**src/rtl/seg7_scan_mux.sv**
```systemverilog
`default_nettype none
// ============================================================================
// seg7_scan_mux : four-digit common-anode 7-seg scanner with per-slot blanking
// Revision      : 1.0 - initial release
// ============================================================================
module seg7_scan_mux #(
  parameter int PRESCALE     = 50000,
  parameter int BLANK_CYCLES = 500
) (
  input  logic        clk,
  input  logic        rst_n,
  input  logic [27:0] D_in,
  input  logic [3:0]  blank_in,
  input  logic [3:0]  dp_in,
  output logic [6:0]  seg,
  output logic        dp,
  output logic [3:0]  an,
  output logic        frame_done
);

  localparam int CW = $clog2(PRESCALE);

  localparam logic [1:0] IDLE  = 2'd0;
  localparam logic [1:0] BLANK = 2'd1;
  localparam logic [1:0] DRIVE = 2'd2;

  localparam logic [CW-1:0] c_blank_last = CW'(BLANK_CYCLES - 1);
  localparam logic [CW-1:0] c_slot_last  = CW'(PRESCALE - 1);

  logic [1:0]    r_state;
  logic [CW-1:0] r_cnt;
  logic [1:0]    r_idx;
  logic [27:0]   r_d;
  logic [3:0]    r_blank;
  logic [3:0]    r_dpm;
  logic [6:0]    r_seg;
  logic          r_dp;
  logic [3:0]    r_an;
  logic          r_frame_done;

  logic [1:0]    w_state_nx;
  logic [CW-1:0] w_cnt_nx;
  logic [1:0]    w_idx_nx;
  logic          w_latch;
  logic          w_frame;
  logic [27:0]   w_d_nx;
  logic [3:0]    w_blank_nx;
  logic [3:0]    w_dpm_nx;
  logic          w_show;
  logic [6:0]    w_seg_sel;

  always_comb begin
    w_state_nx = r_state;
    w_cnt_nx   = r_cnt + 1'b1;
    w_idx_nx   = r_idx;
    w_latch    = 1'b0;
    w_frame    = 1'b0;
    case (r_state)
      IDLE: begin
        w_state_nx = BLANK;
        w_cnt_nx   = '0;
        w_idx_nx   = 2'd0;
        w_latch    = 1'b1;
      end
      BLANK: begin
        if (r_cnt == c_blank_last) w_state_nx = DRIVE;
      end
      DRIVE: begin
        if (r_cnt == c_slot_last) begin
          w_state_nx = BLANK;
          w_cnt_nx   = '0;
          w_idx_nx   = r_idx + 2'd1;
          // Wrapping past digit 3 is the frame boundary
          if (r_idx == 2'd3) begin
            w_latch = 1'b1;
            w_frame = 1'b1;
          end
        end
      end
      default: begin
        w_state_nx = IDLE;
        w_cnt_nx   = '0;
        w_idx_nx   = 2'd0;
      end
    endcase
  end

  // Outputs decode the next-state values so they switch on the transition edge
  always_comb begin
    w_d_nx     = w_latch ? D_in     : r_d;
    w_blank_nx = w_latch ? blank_in : r_blank;
    w_dpm_nx   = w_latch ? dp_in    : r_dpm;
    case (w_idx_nx)
      2'd0:    w_seg_sel = w_d_nx[6:0];
      2'd1:    w_seg_sel = w_d_nx[13:7];
      2'd2:    w_seg_sel = w_d_nx[20:14];
      default: w_seg_sel = w_d_nx[27:21];
    endcase
    w_show = (w_state_nx == DRIVE) && !w_blank_nx[w_idx_nx];
  end

  always_ff @(posedge clk) begin
    if (!rst_n) begin
      r_state      <= IDLE;
      r_cnt        <= '0;
      r_idx        <= 2'd0;
      r_d          <= {4{7'h7F}};
      r_blank      <= 4'b1111;
      r_dpm        <= 4'b0000;
      r_an         <= 4'b1111;
      r_seg        <= 7'h7F;
      r_dp         <= 1'b1;
      r_frame_done <= 1'b0;
    end else begin
      r_state      <= w_state_nx;
      r_cnt        <= w_cnt_nx;
      r_idx        <= w_idx_nx;
      r_d          <= w_d_nx;
      r_blank      <= w_blank_nx;
      r_dpm        <= w_dpm_nx;
      r_frame_done <= w_frame;
      if (w_show) begin
        r_an  <= ~(4'b0001 << w_idx_nx);
        r_seg <= w_seg_sel;
        r_dp  <= ~w_dpm_nx[w_idx_nx];
      end else begin
        r_an  <= 4'b1111;
        r_seg <= 7'h7F;
        r_dp  <= 1'b1;
      end
    end
  end

  assign seg        = r_seg;
  assign dp         = r_dp;
  assign an         = r_an;
  assign frame_done = r_frame_done;

endmodule
`default_nettype wire
```
**config.mk**
```make
export PLATFORM = sky130hd
export DESIGN_NAME = seg7_scan_mux
export DESIGN_NICKNAME = d
export VERILOG_FILES = /design/src/rtl/seg7_scan_mux.sv
export SDC_FILE = /design/constraint.sdc
export NUM_CORES = 1
export LEC_CHECK = 0
export CAP_MARGIN = 20
export CELL_PAD_IN_SITES_DETAIL_PLACEMENT = 0
export CELL_PAD_IN_SITES_GLOBAL_PLACEMENT = 2
export CORE_MARGIN = 1.5
export CORE_UTILIZATION = 33
export DETAILED_ROUTE_END_ITERATION = 16
export GPL_ROUTABILITY_DRIVEN = 0
export PLACE_DENSITY = 0.91
export SLEW_MARGIN = 0
export SYNTH_ARGS = -nofsm -noshare
export SYNTH_HDL_FRONTEND = slang
export SYNTH_SLANG_ARGS = --single-unit
```
**constraint.sdc**
```tcl
create_clock -name clk -period 3.4 [get_ports clk]
set_input_delay 0.34 -clock clk [delete_from_list [all_inputs] [get_ports clk]]
set_output_delay 0.34 -clock clk [all_outputs]
set_load 0.01 [all_outputs]
```
==> results.toml <==
[run_status]
status = "completed"

[pwr]
p_leak_nw = 1.413
p_per_area_mw_per_mm2 = 447.8
worst_ir_drop_vdd_v = 0.0002313

[detailed_routing]
drt_iter0_markers = 94
routed_via_density = 4.818
drt-total-wl_um = 6558
drc = 0
drt_first_pass_iters = 4
vias = 2303
drtAntennaViolNets = 0
wl_per_cell_um = 13.72

[logic_synthesis]
syn_avg_cell_area_sq_um = 9.656
ys_seq_area_share_pct = 46.00
synth-compound-area-share_pct = 7.792
yosys.area_share.simple_pct = 23.79
syn_inst = 311
synth_edf_count = 0
synthXorXnorAreaFrac_pct = 3.500
ys.flop_type = "dfxtp_1"
synth_mux_area_share_pct = 12.33
synth_top_family_by_area = "simple AND/OR/NAND/NOR gates"
synth_cell_type_count = 49
syn_nets = 356
synthArstFlopShare_pct = 0
synthAdderAreaFrac_pct = 2.917
syn_area_sq_mm = 0.003003
yosysWarnings = 0
yosys_register_bits = 69

[timing]
slew-limit-headroom_pct = 51.47
fin_ws_ns = 0.5789
post-route-period-util_pct = 82.97
min_period_ns = 2.821
skew_ns = 0.009641
finalSetupTns_ns = 0
max_freq_ghz = 0.3545
tightest_slew_ns = 0.7279
hold_viol = 0
grt_setup_unrepaired = "no"
finalSetupViolCount = 0
finalMaxSlewViolations = 0

[grt]
grt_max_degree = 40
grt_use_total_pct = 14.39
grt_remaining_overflow = 0
antenna_found_initial = 0
grt_pass1_vias = 2356
grt_pass1_wl_um = 11140

[final_layout]
syn2layout_area_growth_pct = 27.04
n_antenna_cell = 0
drive_gt1_share_pct = 10.81
num-nets-final = 410

[worst_setup_path]
cp.arrival_ns = 3.02
worstSetupEndpointType = "flop"
path_max_fanout = 8
critPathRequiredTime_ns = 3.60
critPathKind = "reg -> reg"
crit_path_start_kind = "flop"

[floorplan]
die_x_um = 98.39
core_area_sq_mm = 0.008763
initial_utilization_pct = 34.27
ios = 51
num_rows = 34
dieArea_sq_mm = 0.009681
die_h_um = 98.39

[clock_tree]
cts_setup_buffers = 0
cts_resized = 0
cts_root_buf = "clkbuf_8"
cts_made_buffers = 9
h-tree-depth = 3
clock-sinks = 69
clk_pin_slew_ns = 0.08
clk_latency_ns = 0.34
cts_tree = "yes"
hold_buffers = 0
clockBufferDepth = 2

[run]
max-cap-violations = 0

[placed_design]
io_buffer_count = 50
post-place-ws_ns = 0.5858
post-dp-hpwl_um = 4763

[min_path]
worstHoldPathType = "reg -> reg"
==> through the flow <==
| step | instances | util, % | power (mW) | hold WS (ns) | area, sq um |
|---|---|---|---|---|---|
| 2_1_floorplan | 311 | - | 0.9746 | 0.4334 | 3003 |
| 3_3_place_gp | 462 | 41.16 | 1.039 | 0.4456 | 3607 |
| 3_5_place_dp | 462 | 41.16 | 1.041 | 0.4598 | 3607 |
| 4_1_cts | 478 | 43.53 | 1.732 | 0.4779 | 3815 |
| 5_1_grt | 478 | 43.53 | 1.783 | 0.5031 | 3815 |
| 6_report | 478 | 43.53 | 1.708 | 0.4716 | 3815 |
==> layout by cell type, fill, tap and decap left out, types with 2 or more instances in the layout <==
cell type and count:
clkdlybuf4s50_1 50, clkbuf_8 10, nor2_1 23, xnor2_1 5, nand3b_1 2, inv_6 2
buf_4 6, clkinvlp_4 3, ha_1 7, nor3_2 2, nand2_1 46, o21ai_1 2
inv_1 7, nand2b_1 4, and4_1 3, dfxtp_1 69, nor3_1 6, nand4_1 4
xor2_1 7, o21ai_0 5, o21ai_2 3, nor2b_1 10, and3_1 4, nand3_1 6
or3_1 2, a21oi_1 4, nor4_1 3, and2_1 6, mux2i_1 37, o22ai_1 11
==> report_power, final <==
part           leakage, nW  internal, mW  switching [mW]
sequential           0.566         0.840         0.00910
combinational        0.752        0.0892          0.0814
clock               0.0955         0.364           0.325
==> critical path: stages (launching register included) <==
cell and delay (ns):
dfxtp_1 0.41, inv_1 0.09, ha_1 0.27, and4_1 0.19, and4_1 0.30, a21oi_4 0.33, mux2i_1 0.27, o22ai_1 0.11
nor3_2 0.39, buf_4 0.26, nand2_1 0.06
==> sequential cells by signal, indices dropped and copies added (netlist names) <==
register    count
r_idx           2
dp              1
r_dpm           4
an              4
r_d            28
r_state         2
r_cnt          16
r_blank         4
seg             7
frame_done      1
==> cell usage after synthesis, drive strengths merged, types with 2 or more instances <==
| library cell | n | share of area (%) |
|---|---|---|
| xor2 | 7 | 2.0 |
| clkbuf | 7 | 0.88 |
| nor2b | 10 | 2.1 |
| or3 | 2 | 0.42 |
| dfxtp | 69 | 46 |
| nor2 | 24 | 3.1 |
| o21ai | 10 | 2.0 |
| nor4 | 4 | 1.0 |
| nand3b | 2 | 0.50 |
| and2 | 6 | 1.3 |
| ha | 7 | 2.9 |
| mux2i | 37 | 12 |
| and3 | 4 | 0.83 |
| xnor2 | 5 | 1.5 |
| a21oi | 5 | 0.96 |
| o22ai | 11 | 2.3 |
| nor3 | 9 | 2.2 |
| nand2 | 46 | 5.8 |
| buf | 6 | 1.9 |
| nand2b | 4 | 0.83 |
| inv | 7 | 0.88 |
| and4 | 3 | 0.88 |
| nand3 | 7 | 1.3 |
| nand4 | 5 | 1.2 |
==> cell families after synthesis <==
kind of cell | after synthesis
flip-flops | 69
multiplexers | 37
AND/OR/NAND/NOR | 133
buffers and inverters | 20
adder cells (fa/ha/maj) | 7
AO/OA/AOI/OAI | 33
XOR/XNOR | 12
==> layer usage <==
layer,GRT usage [%],routed length (um),vias up
li1,-,-,1185
met1,18.12,3167,1082
met2,23.71,3107,31
met3,4.009,218,5
met4,4.875,64,0
met5,0,0,-
==> worst paths after layout <==
check,from,depth (start not counted),slack (ns),endpoint
worst min register to register,r_d[25],2,0.47,r_d[25]
worst max register to register,r_state[0],10,0.58,an[3]
worst min-delay path,r_d[25],2,0.47,r_d[25]
worst max-delay path,r_state[0],10,0.58,an[3]
==> cell type report <==
type                       instances  area [sq um]
fill                             873          4949
multi-input combinational        222          1519
sequential                        69          1381
timing repair buffer              56         545.5
clock buffer                      10         137.6
tap                              108         135.1
clock inverter                     6         70.07
inverter                           7         26.28
Power figures use the tool's default switching activity.
